File: config.mk
export PLATFORM = sky130hd
export DESIGN_NAME = vote_capture
export DESIGN_NICKNAME = d
export VERILOG_FILES = /design/src/rtl/vote_capture.sv
export SDC_FILE = /design/constraint.sdc
export NUM_CORES = 1
export LEC_CHECK = 0
export CAP_MARGIN = 30
export CORE_ASPECT_RATIO = 0.8
export CORE_MARGIN = 2
export CORE_UTILIZATION = 57
export DETAILED_ROUTE_END_ITERATION = 8
export GPL_ROUTABILITY_DRIVEN = 0
export PLACE_DENSITY = 0.83
export SYNTH_ARGS = -nofsm -noshare
export SYNTH_HDL_FRONTEND = slang
export SYNTH_SLANG_ARGS = --single-unit
File: constraint.sdc
create_clock -name clock -period 4.1 [get_ports clock]
set_clock_uncertainty 0.2 [all_clocks]
set_input_delay 0.41 -clock clock [delete_from_list [all_inputs] [get_ports clock]]
set_output_delay 0.41 -clock clock [all_outputs]
set_load 0.02 [all_outputs]
File: src/rtl/vote_capture.sv
// vote_capture: ballot-side front end of the EVM.
// Each raw candidate button is synchronized and debounced. In voting mode,
// exactly one fresh press while IDLE counts one vote. A lockout window and a
// wait-for-release state then stop a held or bouncing button from voting twice.
module vote_capture #(
  parameter int COUNT_WIDTH     = 4,
  parameter int DEBOUNCE_CYCLES = 4,
  parameter int LOCKOUT_CYCLES  = 10
) (
  input  logic                   clock,
  input  logic                   reset,
  input  logic                   mode,
  input  logic                   button1,
  input  logic                   button2,
  input  logic                   button3,
  input  logic                   button4,
  output logic                   candidate1_button_press,
  output logic                   candidate2_button_press,
  output logic                   candidate3_button_press,
  output logic                   candidate4_button_press,
  output logic [COUNT_WIDTH-1:0] candidate1_votes,
  output logic [COUNT_WIDTH-1:0] candidate2_votes,
  output logic [COUNT_WIDTH-1:0] candidate3_votes,
  output logic [COUNT_WIDTH-1:0] candidate4_votes,
  output logic                   valid_vote_casted,
  output logic                   vote_rejected,
  output logic                   overflow,
  output logic                   busy
);

  localparam int DCW = $clog2(DEBOUNCE_CYCLES + 1);
  localparam int LCW = $clog2(LOCKOUT_CYCLES + 1);
  localparam logic [COUNT_WIDTH-1:0] TALLY_MAX = '1;
  localparam logic [DCW-1:0]         DB_LAST   = DCW'(DEBOUNCE_CYCLES - 1);
  localparam logic [LCW-1:0]         LOCK_LOAD = LCW'(LOCKOUT_CYCLES);

  typedef enum logic [1:0] {
    IDLE,
    LOCKOUT,
    WAIT_RELEASE
  } state_t;

  state_t                 state;
  logic [3:0]             raw;
  logic [3:0]             sync_q1;
  logic [3:0]             sync_q2;
  logic [3:0]             level;
  logic [3:0]             level_d;
  logic [3:0]             press_evt;
  logic [3:0]             saturated;
  logic                   multi_press;
  logic [DCW-1:0]         db_cnt [4];
  logic [COUNT_WIDTH-1:0] tally  [4];
  logic [LCW-1:0]         lock_cnt;

  assign raw = {button4, button3, button2, button1};

  // Two-flop synchronizer for the asynchronous buttons.
  // NOTE: state registers use non-blocking assignments so every flop samples
  // the pre-edge value of its neighbours; blocking here would collapse the
  // two synchronizer stages into one.
  always_ff @(posedge clock or negedge reset) begin
    if (!reset) begin
      sync_q1 <= '0;
      sync_q2 <= '0;
    end else begin
      sync_q1 <= raw;
      sync_q2 <= sync_q1;
    end
  end

  // Debounce: a level flips only after DEBOUNCE_CYCLES consecutive disagreeing samples.
  always_ff @(posedge clock or negedge reset) begin
    if (!reset) begin
      level   <= '0;
      level_d <= '0;
      for (int i = 0; i < 4; i++) db_cnt[i] <= '0;
    end else begin
      level_d <= level;
      for (int i = 0; i < 4; i++) begin
        if (sync_q2[i] == level[i]) begin
          db_cnt[i] <= '0;
        end else if (db_cnt[i] == DB_LAST) begin
          level[i]  <= sync_q2[i];
          db_cnt[i] <= '0;
        end else begin
          db_cnt[i] <= db_cnt[i] + 1'b1;
        end
      end
    end
  end

  // level and level_d are both flops, so press_evt is a clean one-cycle pulse;
  // the FSM consumes it on the edge DEBOUNCE_CYCLES+3 after the raw press.
  assign press_evt   = level & ~level_d;
  assign multi_press = |(press_evt & (press_evt - 4'd1));

  // Per-candidate saturation flags used to refuse a vote instead of wrapping.
  // NOTE: combinational blocks assign a default before any branch so no
  // path leaves a variable unassigned and infers a latch.
  always_comb begin
    saturated = '0;
    for (int i = 0; i < 4; i++) saturated[i] = (tally[i] == TALLY_MAX);
  end

  // Vote FSM: accepts, refuses or ignores presses and owns tallies and pulses.
  always_ff @(posedge clock or negedge reset) begin
    if (!reset) begin
      state             <= IDLE;
      lock_cnt          <= '0;
      valid_vote_casted <= 1'b0;
      vote_rejected     <= 1'b0;
      overflow          <= 1'b0;
      busy              <= 1'b0;
      // NOTE: the tallies are four small registers rather than a RAM, so they
      // are cleared by reset like any other state; a pending vote is discarded.
      for (int i = 0; i < 4; i++) tally[i] <= '0;
    end else begin
      valid_vote_casted <= 1'b0;
      vote_rejected     <= 1'b0;
      case (state)
        IDLE: begin
          if (!mode && (press_evt != '0)) begin
            busy <= 1'b1;
            if (multi_press) begin
              vote_rejected <= 1'b1;
              state         <= WAIT_RELEASE;
            end else if ((press_evt & saturated) != '0) begin
              vote_rejected <= 1'b1;
              overflow      <= 1'b1;
              state         <= WAIT_RELEASE;
            end else begin
              for (int i = 0; i < 4; i++) begin
                if (press_evt[i]) tally[i] <= tally[i] + 1'b1;
              end
              valid_vote_casted <= 1'b1;
              lock_cnt          <= LOCK_LOAD;
              state             <= LOCKOUT;
            end
          end
        end
        LOCKOUT: begin
          if (lock_cnt <= LCW'(1)) begin
            lock_cnt <= '0;
            state    <= WAIT_RELEASE;
          end else begin
            lock_cnt <= lock_cnt - 1'b1;
          end
        end
        WAIT_RELEASE: begin
          if (level == '0) begin
            busy  <= 1'b0;
            state <= IDLE;
          end
        end
        default: begin
          busy  <= 1'b0;
          state <= IDLE;
        end
      endcase
    end
  end

  assign candidate1_button_press = level[0];
  assign candidate2_button_press = level[1];
  assign candidate3_button_press = level[2];
  assign candidate4_button_press = level[3];
  assign candidate1_votes        = tally[0];
  assign candidate2_votes        = tally[1];
  assign candidate3_votes        = tally[2];
  assign candidate4_votes        = tally[3];

endmodule

==> qor.txt <==
Max Fclk -> 408 MHz
Multi-input logic area -> 843 µm²
Met1 wire length -> 1.82 mm
CTS tree -> done
Seq. cell area -> 1350 µm²
H-tree depth -> 2
MaxCap Viol Count -> 0
Post-route antenna net violation count -> 0
Wire length on met2 -> 1.91 mm
Drt drc -> 0
Register-to-Register Path Depth -> 6
Worst setup path end -> candidate1_votes[1]$_DFFE_PN0P_
Sink Count -> 54
Hold Fails Final Rpt -> 0
R2R setup slack -> 1650 ps
TritonCTS Buffers -> 5
FF-to-FF End -> candidate1_votes[1]$_DFFE_PN0P_
Clock buffer depth -> 2
Critical path type -> flip-flop to flip-flop
Worst-Margin Slew -> 570 ps
Area delta synth->final -> 22.3%
Layout cells sized above 1 -> 9.09%
Average wire per standard cell -> 15.1 µm
Syn_nets -> 189
Crit path from -> level[3]$_DFFE_PN0P_
NetSw -> 768 µW
Clock share of power -> 16.9%
Total gr overflow -> 0
Power per Cell Area -> 756 nW/µm²
Post-Route Setup TNS -> 0 ps
DRT iter0 DRCs -> 120
Max_slew headroom -> 61.9%
Endpoint class of the critical path -> flip-flop
Clock root cell -> clkbuf_8
Via count of the first global-routing pass -> 1,467
Die height -> 59.8 µm
Worst vdd ir -> 0.432 mV
Sw frac -> 37.4%
ANT cells -> 0
EDFF count, synth -> 0
Top_reg_cell synth -> dfrtp_1
Fillers -> 274
Critical path data arrival time -> 2430 ps
Full die area -> 4410 µm²
Met3 Wirelength -> 189 µm
First-pass GRT wire length -> 6.71 mm
Total Power -> 2050 µW
Row cnt -> 20
DR top layer -> met4
Synth Instances -> 172
Final setup viols -> 0
Yosys reg bits -> 54
Total GRT Usage -> 20.7%
Tmin final -> 2450 ps
Post-Syn Area per Cell -> 12.9 µm²
Sequential fraction of design power -> 42.5%
Sequential area share after synthesis -> 60.8%
Pre-Repair DR Iteration Count -> 4
IO Pins -> 31
Hold Crit Class -> flip-flop to flip-flop
Critical R2R Launch -> level[3]$_DFFE_PN0P_
Slew Limit Fails -> 0
Crit path max fanout -> 15
Syn Std Cell Area -> 2220 µm²
Largest net degree at the start of global routing -> 34
RSZ-0062 raised after global routing -> false
P_leak -> 0.00120 µW
Die W -> 73.8 µm
Async set or reset register ratio after synthesis -> 100%
Core area -> 3780 µm²
Initial antenna violation count -> 0
CP required -> 4090 ps
Count of input and output buffers -> 30
Clk_lat worst skew -> 300 ps
Status -> finished clean
Layout Nets -> 226
Worst-path clk slew -> 90 ps
Fin crit share -> 59.7%
Via count -> 1,443
DP HPWL -> 2.91 mm
Startpoint types -> flip-flop
Post-CTS Setup Repair Bufs -> 0
Post-Route WL -> 3.98 mm
Initial core utilization -> 58.8%
Logic pwr share -> 40.6%
Yosys warns -> 0
P_int -> 1280 µW
Synth unique cells -> 31
DR vias/cell -> 5.47
## placed cells by master (no fill, tap or decap), types with 4 or more instances in the layout
master	instances
and3_1	4
clkbuf_8	5
clkdlybuf4s50_1	29
dfrtp_1	54
ha_1	10
mux2_2	7
nand2_1	5
nand3_1	4
nand4_1	12
nor2_1	6
nor2b_1	8
nor3_1	6
nor3b_1	9
xnor2_1	16
## worst max-delay path, cell delays in order, from the launching register on
cell and delay (ps):
dfrtp_1 460, nor2b_1 240, a211oi_1 250, nor2_1 120
nor3_4 460, nand3_1 230, mux2_1 360
## per-stage QoR
stage	util [%]	area [µm²]	setup WS (ps)	hold slack, ps	std cells
finish	71.9	2720	1650	154	264
global route	71.9	2720	1520	167	264
CTS	71.9	2720	1690	157	264
detailed placement	68.7	2600	1720	136	256
global placement	68.2	2580	1850	136	255
floorplan	-	2220	2080	-85.6	172
## flip-flops by register name, indices dropped and copies added (netlist names)
signal             flops
db_cnt                12
candidate1_votes       4
candidate2_votes       4
candidate3_votes       4
candidate4_votes       4
level                  4
level_d                4
lock_cnt               4
sync_q1                4
sync_q2                4
state                  2
busy                   1
overflow               1
valid_vote_casted      1
vote_rejected          1
## worst min path at each step
stage | startpoint | to | slack (ps) | cells past startpoint
2_1_floorplan | reset | busy$_DFFE_PN0P_ | -90 | 0
3_3_place_gp | sync_q1[1]$_DFF_PN0_ | sync_q2[1]$_DFF_PN0_ | 140 | 0
3_5_place_dp | sync_q1[2]$_DFF_PN0_ | sync_q2[2]$_DFF_PN0_ | 140 | 0
4_1_cts | sync_q1[2]$_DFF_PN0_ | sync_q2[2]$_DFF_PN0_ | 160 | 0
5_1_grt | sync_q1[2]$_DFF_PN0_ | sync_q2[2]$_DFF_PN0_ | 170 | 0
6_report | sync_q1[2]$_DFF_PN0_ | sync_q2[2]$_DFF_PN0_ | 150 | 0
## power groups by stage
stage | Sequential, µW | Combinational [µW] | Clock (µW)
after CTS | 872 | 841 | 354
after floorplan | 959 | 418 | 0
after global placement | 861 | 789 | 0
after global routing | 897 | 920 | 374
final | 872 | 834 | 347
after detailed placement | 881 | 835 | 0
## layout make-up
class / count / share of cell area [%]
clock buffer: 5 / 2.53
multi-input combinational: 112 / 31.1
tap: 55 / 2.53
inverter: 3 / 0.415
clock inverter: 2 / 1.43
timing repair buffer: 33 / 12.3
sequential: 54 / 49.8
## kinds of logic after synthesis
family / Yosys count / synth area share (%)
AOI/OAI and AO/OA: 13 / 4.00
DFF: 54 / 60.8
and+or+nand+nor: 64 / 17.5
adders and majority gates: 10 / 5.63
buffers and inverters: 6 / 1.18
xor gates and xnor gates: 16 / 6.31
muxes: 9 / 4.56
## layer usage
metal  GRT usage, %  vias to the layer above
met5              0                        -
met4           9.35                        0
met3           6.75                        8
met2           32.8                       37
met1           26.0                      713
li1               -                      685
## repair_timing
action | 4_1_cts | 5_1_grt
endpoints found under the hold margin | 21 | 0
hold buffers | 1 | 0
gates resized for setup | 0 | 0
## synthesized netlist by cell type, drive strengths merged (3+ instances only)
| cell | number | area [µm²] |
|---|---|---|
| inv | 3 | 11.3 |
| nor2 | 6 | 22.5 |
| nor4 | 3 | 18.8 |
| ha | 10 | 125 |
| nand3 | 4 | 20.0 |
| mux2 | 9 | 101 |
| nand2b | 3 | 18.8 |
| nor3b | 9 | 67.6 |
| nand4 | 12 | 75.1 |
| xnor2 | 16 | 140 |
| and3 | 4 | 25.0 |
| nand2 | 5 | 18.8 |
| o21ai | 3 | 15.0 |
| dfrtp | 54 | 1350 |
| nor2b | 8 | 50.1 |
| nor3 | 7 | 46.3 |
Note: power is estimated with default switching activity, not from simulation.
